**src/rtl/imem_loader_pkg.sv**
```systemverilog
// rtl/imem_loader_pkg.sv - shared state encoding and constants for the instruction memory loader
// No ports. Optional feature macro: IMEM_LOADER_CHECKSUM_EN (consumers only).
package imem_loader_pkg;

  typedef enum logic [2:0] {
    ST_IDLE  = 3'd0,
    ST_LEN   = 3'd1,
    ST_DATA  = 3'd2,
    ST_CHK   = 3'd3,
    ST_DRAIN = 3'd4,
    ST_DONE  = 3'd5,
    ST_ERROR = 3'd6
  } state_t;

  // A length byte of zero loads the whole memory rather than nothing.
  localparam bit LEN_ZERO_IS_FULL = 1'b1;

  localparam int CHK_W = 8;

endpackage

```
**src/rtl/imem_loader_chk.sv**
```systemverilog
// rtl/imem_loader_chk.sv - running modulo-256 checksum of program bytes
// Ports:
//   clk, rst        clock, synchronous active-high reset
//   clear           zero the running sum
//   acc_en          add acc_data to the running sum this cycle
//   acc_data        byte to accumulate
//   cmp_data        received checksum byte
//   match           running sum equals cmp_data
// Used only when IMEM_LOADER_CHECKSUM_EN is defined.
module imem_loader_chk
  import imem_loader_pkg::*;
(
  input  logic             clk,
  input  logic             rst,
  input  logic             clear,
  input  logic             acc_en,
  input  logic [CHK_W-1:0] acc_data,
  input  logic [CHK_W-1:0] cmp_data,
  output logic             match
);

  logic [CHK_W-1:0] sum_q;

  always_ff @(posedge clk) begin
    if (rst || clear) begin
      sum_q <= '0;
    end else if (acc_en) begin
      sum_q <= sum_q + acc_data;
    end
  end

  assign match = (sum_q == cmp_data);

endmodule

```
**src/rtl/imem_loader.sv**
```systemverilog
// rtl/imem_loader.sv - length-prefixed byte stream loader for the instruction memory write port
// Ports:
//   clk, rst            clock, synchronous active-high reset
//   start               one-cycle pulse, begins a load from IDLE/DONE/ERROR
//   in_valid, in_data   byte stream from the boot source
//   in_ready            loader accepts a byte this cycle
//   mem_we/addr/wdata   instruction memory write port, one pulse per byte
//   cpu_hold            CPU held in reset except after a successful load
//   busy, done, error   load status
// Optional feature macro: IMEM_LOADER_CHECKSUM_EN (trailing checksum byte, error state).
module imem_loader
  import imem_loader_pkg::*;
#(
  parameter int                ADDR_W    = 8,
  parameter int                DATA_W    = 8,
  parameter logic [ADDR_W-1:0] BASE_ADDR = '0
) (
  input  logic              clk,
  input  logic              rst,
  input  logic              start,
  input  logic              in_valid,
  input  logic [DATA_W-1:0] in_data,
  output logic              in_ready,
  output logic              mem_we,
  output logic [ADDR_W-1:0] mem_addr,
  output logic [DATA_W-1:0] mem_wdata,
  output logic              cpu_hold,
  output logic              busy,
  output logic              done,
  output logic              error
);

  // One extra bit so a full-memory load (2**ADDR_W bytes) is representable.
  localparam int CNT_W = ADDR_W + 1;

  state_t            state_q, state_d;
  logic [CNT_W-1:0]  remaining_q;
  logic [ADDR_W-1:0] ptr_q;
  logic [CNT_W-1:0]  len_val;
  logic              accept;
  logic              last_byte;

  // Moore outputs decoded from the state register only.
  assign in_ready = (state_q == ST_LEN) || (state_q == ST_DATA) || (state_q == ST_CHK);
  assign busy     = in_ready || (state_q == ST_DRAIN);
  assign done     = (state_q == ST_DONE);
  assign cpu_hold = (state_q != ST_DONE);

  assign accept    = in_valid && in_ready;
  assign last_byte = (remaining_q == CNT_W'(1));

  always_comb begin
    len_val = CNT_W'(in_data);
    if (LEN_ZERO_IS_FULL && (len_val == '0)) begin
      len_val = CNT_W'(1) << ADDR_W;
    end
  end

`ifdef IMEM_LOADER_CHECKSUM_EN
  logic chk_match;

  imem_loader_chk u_chk (
    .clk      (clk),
    .rst      (rst),
    .clear    (state_q == ST_LEN),
    .acc_en   ((state_q == ST_DATA) && accept),
    .acc_data (CHK_W'(in_data)),
    .cmp_data (CHK_W'(in_data)),
    .match    (chk_match)
  );

  assign error = (state_q == ST_ERROR);
`else
  assign error = 1'b0;
`endif

  always_ff @(posedge clk) begin
    if (rst) begin
      state_q <= ST_IDLE;
    end else begin
      state_q <= state_d;
    end
  end

  always_comb begin
    state_d = state_q;
    case (state_q)
      ST_IDLE, ST_DONE, ST_ERROR: begin
        if (start) state_d = ST_LEN;
      end
      ST_LEN: begin
        if (accept) state_d = ST_DATA;
      end
      ST_DATA: begin
        if (accept && last_byte) begin
`ifdef IMEM_LOADER_CHECKSUM_EN
          state_d = ST_CHK;
`else
          state_d = ST_DRAIN;
`endif
        end
      end
      ST_CHK: begin
`ifdef IMEM_LOADER_CHECKSUM_EN
        if (accept) state_d = chk_match ? ST_DRAIN : ST_ERROR;
`else
        state_d = ST_IDLE;
`endif
      end
      // Lets the final write land before the CPU is released.
      ST_DRAIN: state_d = ST_DONE;
      default:  state_d = ST_IDLE;
    endcase
  end

  // Write port is registered: a byte accepted at an edge is written one cycle later.
  always_ff @(posedge clk) begin
    if (rst) begin
      remaining_q <= '0;
      ptr_q       <= BASE_ADDR;
      mem_we      <= 1'b0;
      mem_addr    <= '0;
      mem_wdata   <= '0;
    end else begin
      mem_we <= 1'b0;
      if ((state_q == ST_LEN) && accept) begin
        remaining_q <= len_val;
        ptr_q       <= BASE_ADDR;
      end
      if ((state_q == ST_DATA) && accept) begin
        mem_we      <= 1'b1;
        mem_addr    <= ptr_q;
        mem_wdata   <= in_data;
        ptr_q       <= ptr_q + ADDR_W'(1);
        remaining_q <= remaining_q - CNT_W'(1);
      end
    end
  end

endmodule

```
**config.mk**
```make
export PLATFORM = sky130hd
export DESIGN_NAME = imem_loader
export DESIGN_NICKNAME = d
export VERILOG_FILES = /design/src/rtl/imem_loader_pkg.sv /design/src/rtl/imem_loader_chk.sv /design/src/rtl/imem_loader.sv
export SDC_FILE = /design/constraint.sdc
export NUM_CORES = 1
export LEC_CHECK = 0
export BUFFER_PORTS_ARGS = -buffer_cell sky130_fd_sc_hd__clkbuf_2
export CORE_MARGIN = 2
export CORE_UTILIZATION = 30
export DETAILED_ROUTE_END_ITERATION = 8
export PLACE_DENSITY = 0.5
export SYNTH_ARGS = -nofsm -noshare
export SYNTH_HDL_FRONTEND = slang
export SYNTH_SLANG_ARGS = --single-unit
```
**constraint.sdc**
```tcl
create_clock -name clk -period 1.5 [get_ports clk]
set_input_delay 0.45 -clock clk [delete_from_list [all_inputs] [get_ports clk]]
set_output_delay 0.45 -clock clk [all_outputs]
set_load 0.02 [all_outputs]
```
# ---- Yosys cells after proc, flatten, opt, wreduce, memory -nomap -nowiden
# Cells that the tools add are included.
dict set report word_totals {
  register_bits 37
  inputBits 12
  output_inout_bits 22
  wordCells 41
}
dict set report op_classes {
  addsub 2
  eq_ne 11
  n_mux 10
  n_reduce_logical 12
}
# operator count
set ops {}
lappend ops {{two-way mux 9 bit} 3}
lappend ops {{two-way mux 8 bit} 2}
lappend ops {{one-hot mux 3 bit (4 select lines)} 1}
lappend ops {{equality test 3 bit, second input constant} 3}
lappend ops {{equality test 9 x 1 -> 1 bit, second input constant} 1}
lappend ops {{two-way mux 3 bit} 3}
lappend ops {{subtractor 9 x 1 -> 9 bit, second input constant} 1}
lappend ops {{adder 8 x 1 -> 8 bit, second input constant} 1}
lappend ops {{logical NOT 8 bit} 1}
lappend ops {{equality test 3 x 2 -> 1 bit, second input constant} 2}
lappend ops {{logical AND 1 bit} 4}
lappend ops {{inequality test 2 bit, second input constant} 2}
lappend ops {{equality test 3 x 1 -> 1 bit, second input constant} 1}
lappend ops {{logical NOT 3 bit} 1}
lappend ops {{logical OR 1 bit} 3}
lappend ops {{inequality test 3 bit, second input constant} 1}
lappend ops {{AND reduction 3 bit} 1}
lappend ops {{OR reduction 3 bit} 1}
lappend ops {{inequality test 2 x 1 -> 1 bit, second input constant} 1}
lappend ops {{nonzero test 2 bit} 1}
lappend ops {{two-way mux 1 bit} 1}

# ---- Longest topological paths before layout
dict set report logic_depth {
  depth_word 7
  mapped_depth 6
  ltp_nobuf 6
}

# ---- Least setup slack after synthesis
# Ideal clock, no wire load.
dict set report synth_path {
  path_type {reg-to-reg}
  startpoint {register remaining_q[0]}
  endpoint {register remaining_q[8]}
  setup_time_ns 0.130
  arrival_time_ns 1.388
  required_ns 1.370
  setup_slack_ns -0.018
  path_stages_with_launch 7
  path_buffers 0
  synth_period_minus_slack_ns 1.518
  cell_sequence {dfxtp_1 -> inv_1 -> ha_1 -> nor3b_1 -> a31oi_1 -> o211ai_1 -> o31ai_1}
}
dict set report synth_via {
  elab_chain_len 2
}
# item line_no
set synth_lines {}
lappend synth_lines {{from (decl)} imem_loader.sv:37} ;# logic [CNT_W-1:0] remaining_q;
lappend synth_lines {{from (signal assigned)} imem_loader.sv:127} ;# remaining_q <= len_val;
lappend synth_lines {{from (signal assigned)} imem_loader.sv:135} ;# remaining_q <= remaining_q - CNT_W'(1);
lappend synth_lines {{subtractor 9 x 1 -> 9 bit} imem_loader.sv:135}
lappend synth_lines {{two-way mux 9 bit} imem_loader.sv:130} ;# if ((state_q == ST_DATA) && accept) begin
# No other way between the ends.
# A chain may end at the register's enable or synchronous reset.

# ---- Worst setup path after layout
dict set report layout_path {
  startpoint {register state_q[1]}
  endpoint {output port in_ready}
}
dict set report layout_via {
  elab_chain_len 3
  elab_cells_between_ends 5
  classes_between {3 x eq/ne; 2 x reduce/logical}
}
# item line_no
set layout_lines {}
lappend layout_lines {{from (decl)} imem_loader.sv:36} ;# state_t state_q, state_d;
lappend layout_lines {{from (signal assigned)} imem_loader.sv:81} ;# state_q <= state_d;
lappend layout_lines {{equality test 3 x 1 -> 1 bit or equality test 3 x 2 -> 1 bit (tied branches)} imem_loader.sv:44} ;# assign in_ready = (state_q == ST_LEN) || (state_q == ST_DATA) || (state_q == ST_CHK);
lappend layout_lines {{logical OR 1 bit} imem_loader.sv:44}
lappend layout_lines {{logical OR 1 bit *} imem_loader.sv:44}
lappend layout_lines {{to (decl)} imem_loader.sv:23} ;# output logic in_ready,
# Every way passes the cells marked *; elsewhere a longest branch is shown, timed or not.

==> results.py <==
metrics = {
    "outcome": {
        "violations": "setup timing",
        "outcome": "complete, but fails checks",
    },
    "setup_path": {
        "r2r-end": "remaining_q[3]",
        "path_class": "flop to output pin",
        "cp-end-kind": "output pin",
        "r2r_start": "state_q[0]",
        "start_kind": "flop",
        "critPathMaxFanout": 5,
        "rrSetupSlack_ns": -0.09,
        "crit_arrival_ns": 1.17,
        "reg2reg_depth": 7,
        "required_ns": 1.05,
    },
    "grt": {
        "grt_pass1_wl_mm": 7.81,
        "gr-total-overflow": 0,
        "globalRouteTotalUtil_pct": 14.9,
        "grt_max_degree": 17,
        "antenna_found_initial": 0,
        "grt_pass1_vias": 1644,
    },
    "power": {
        "seqPwrFrac_pct": 43.2,
        "p_int_mw": 1.74,
        "power.density_mw_per_mm2": 906,
        "leakage_nw": 1.07,
        "switching_share_pct": 28.5,
        "combPwrFrac_pct": 23.7,
        "p_sw_mw": 0.695,
        "vdd_drop_max_uv": 546,
        "p_clk_share_pct": 33.1,
    },
    "yosys": {
        "ys.flop_type": "dfxtp_1",
        "synth_seq_cells": 37,
        "seq_area_frac_synth_pct": 40.2,
        "synthCells": 224,
        "synth_nets": 239,
        "async_flop_share_pct": 0,
        "synth_edf_count": 0,
        "yosys_warnings": 0,
        "synth_cell_types": 55,
        "synth_area_per_cell_sq_um": 8.23,
        "netlist_area_sq_mm": 0.00184,
    },
    "placement": {
        "dp_cells": 348,
        "dp_worst_setup_slack_ns": -0.0942,
        "hpwl_mm": 3.32,
        "io_buffers": 32,
        "gp_congestion": 0.777,
    },
    "sta": {
        "maxSlewViolCount": 0,
        "finalCritPeriodShare_pct": 108,
        "rsz0062_at_grt": "true",
        "final_hold_viol_count": 0,
        "hold_slack_ns": 0.414,
        "fmax_ghz": 0.618,
        "setup_viol": 10,
        "setup-tns-final_ns": -0.614,
        "finalCriticalPeriod_ns": 1.62,
        "skew_ns": 0.00894,
        "setup_ws_ns": -0.117,
    },
    "detailed_routing": {
        "drtIter0Drc": 81,
        "viasPerCell": 4.91,
        "first_pass_iters": 4,
        "drc": 0,
        "wire_per_inst_um": 13.1,
        "ant_nets": 0,
        "vias": 1832,
        "wirelength_mm": 4.89,
    },
    "clocking": {
        "clk_pin_slew_ns": 0.08,
        "cts.sinks": 37,
        "clockBufferDepth": 2,
        "cts_hold_buf": 0,
        "cts_inserted_buffers": 5,
        "root_buffer": "clkbuf_8",
        "h-tree-depth": 2,
        "cts_tree": "yes",
        "insertion_delay_ns": 0.29,
    },
    "flow_run": {
        "maxCapViolCount": 0,
    },
    "layout": {
        "antennaDiodeCount": 0,
        "final_nets": 312,
        "final_util_pct": 45.4,
        "n_fill_cell": 580,
        "area_growth_pct": 45.8,
        "area.sequential_sq_um": 754,
        "final-instance-count-excl-fill": 373,
        "multi_input_area_sq_mm": 0.00107,
        "drive_above_1_share_pct": 41.6,
    },
    "floorplan": {
        "rows": 28,
        "die_w_um": 82.4,
        "io_pins": 34,
        "dieArea_sq_mm": 0.00679,
        "die_y_um": 82.4,
        "start_util_pct": 31.1,
        "coreArea_sq_mm": 0.00592,
    },
    "worst_hold_path": {
        "whs_endpoint": "mem_wdata[2]",
        "holdCritStartpoint": "in_data[2]",
        "whs_path_depth": 3,
        "hold_path_class": "input port to flop",
    },
}
==> sequential cells by signal, indices dropped and copies added, names as in the netlist <==
signal	count
state_q	3
ptr_q	8
remaining_q	9
mem_we	1
mem_addr	8
mem_wdata	8
==> worst max-delay path, cell delays in order (launching register included) <==
cell	delay, ns
dfxtp_4	0.38
buf_6	0.11
nor2_4	0.03
buf_4	0.13
nor2_4	0.09
clkbuf_8	0.15
==> power by group through the flow <==
stage	registers, mW	clock network (mW)	logic, mW
6_report	1.05	0.807	0.577
5_1_grt	1.06	0.868	0.633
4_1_cts	1.05	0.838	0.497
3_5_place_dp	1.07	0	0.444
3_3_place_gp	1.07	0	0.445
2_1_floorplan	1.07	0	0.269
==> stage by stage <==
stage | cell area [sq um] | power (mW)
3_5_place_dp | 2270 | 1.52
3_3_place_gp | 2270 | 1.52
4_1_cts | 2490 | 2.38
6_report | 2690 | 2.44
5_1_grt | 2690 | 2.56
2_1_floorplan | 1850 | 1.34
==> routing by layer <==
| metal | wire length, um | GRT usage [%] |
|---|---|---|
| met3 | 164 | 2.93 |
| met4 | 63 | 4.00 |
| met5 | 0 | 0 |
| met1 | 2340 | 19.7 |
| met2 | 2320 | 24.6 |
==> layout by cell type, fill, tap and decap left out, types with 3 or more instances in the layout <==
cell	n
o21ai_1	4
a311oi_1	3
a31oi_1	3
o21ai_0	3
nor2_1	13
nand2_2	3
clkbuf_2	28
nand4_1	3
inv_1	5
nand2_1	35
nor2_2	3
buf_4	36
buf_12	3
dfxtp_1	32
a21oi_1	32
nor3_1	3
ha_1	3
buf_6	13
clkbuf_8	8
nand3_1	6
dfxtp_4	3
o211ai_1	4
==> synthesized netlist by cell type (2+ instances only) <==
cell type	instances	share of area, %
buf_2	2	0.54
a21oi_1	34	9.2
nand3b_1	2	0.81
a31oi_1	3	1.0
dfxtp_1	37	40
nor3_1	3	0.81
ha_1	3	2.0
a311oi_1	4	1.9
nand2b_1	2	0.68
nand2_1	37	7.5
o21ai_0	7	1.9
nor2_1	18	3.7
nor3b_1	2	0.81
buf_6	3	1.8
buf_4	5	2.0
a21o_1	2	0.81
inv_1	6	1.2
nor2b_1	2	0.68
o211ai_1	4	1.6
or2_2	2	0.68
nand3_1	6	1.6
nand4_1	3	1.0
clkbuf_1	5	1.0
==> area by class of cell <==
type / count / area share (%)
inverters: 6 / 0.838
multi-input cells: 165 / 39.7
well taps: 75 / 3.49
clock buffers: 7 / 3.58
flip-flops and latches: 37 / 28.1
repair buffers: 82 / 24.0
clock inverters: 1 / 0.326
==> worst max path at each step <==
stage                          start  depth (start not counted)              to  slack, ns
after CTS                 state_q[0]                          4            busy      -0.12
after detailed placement  in_data[0]                          5  remaining_q[8]      -0.09
after global routing      state_q[1]                          5        in_ready      -0.16
after floorplan           in_data[0]                          4  remaining_q[8]       0.06
after global placement    in_data[0]                          5  remaining_q[8]      -0.05
final                     state_q[1]                          5        in_ready      -0.12
==> cells by family after synthesis <==
logic type	after synthesis	synth area share [%]
AO/OA/AOI/OAI	70	24.5
XOR/XNOR	1	0.475
adder cells (fa/ha/maj)	3	2.04
buffers and inverters	22	6.85
flip-flops	37	40.2
multiplexers	1	0.611
other	1	0.203
AND/OR/NAND/NOR	89	25.2
==> timing repair <==
item,in CTS,in global routing
setup buffers,5,12
resized for setup,24,31
pin swaps,6,12
setup endpoints to repair,5,31
No activity file was read; power rests on OpenSTA's default activity.
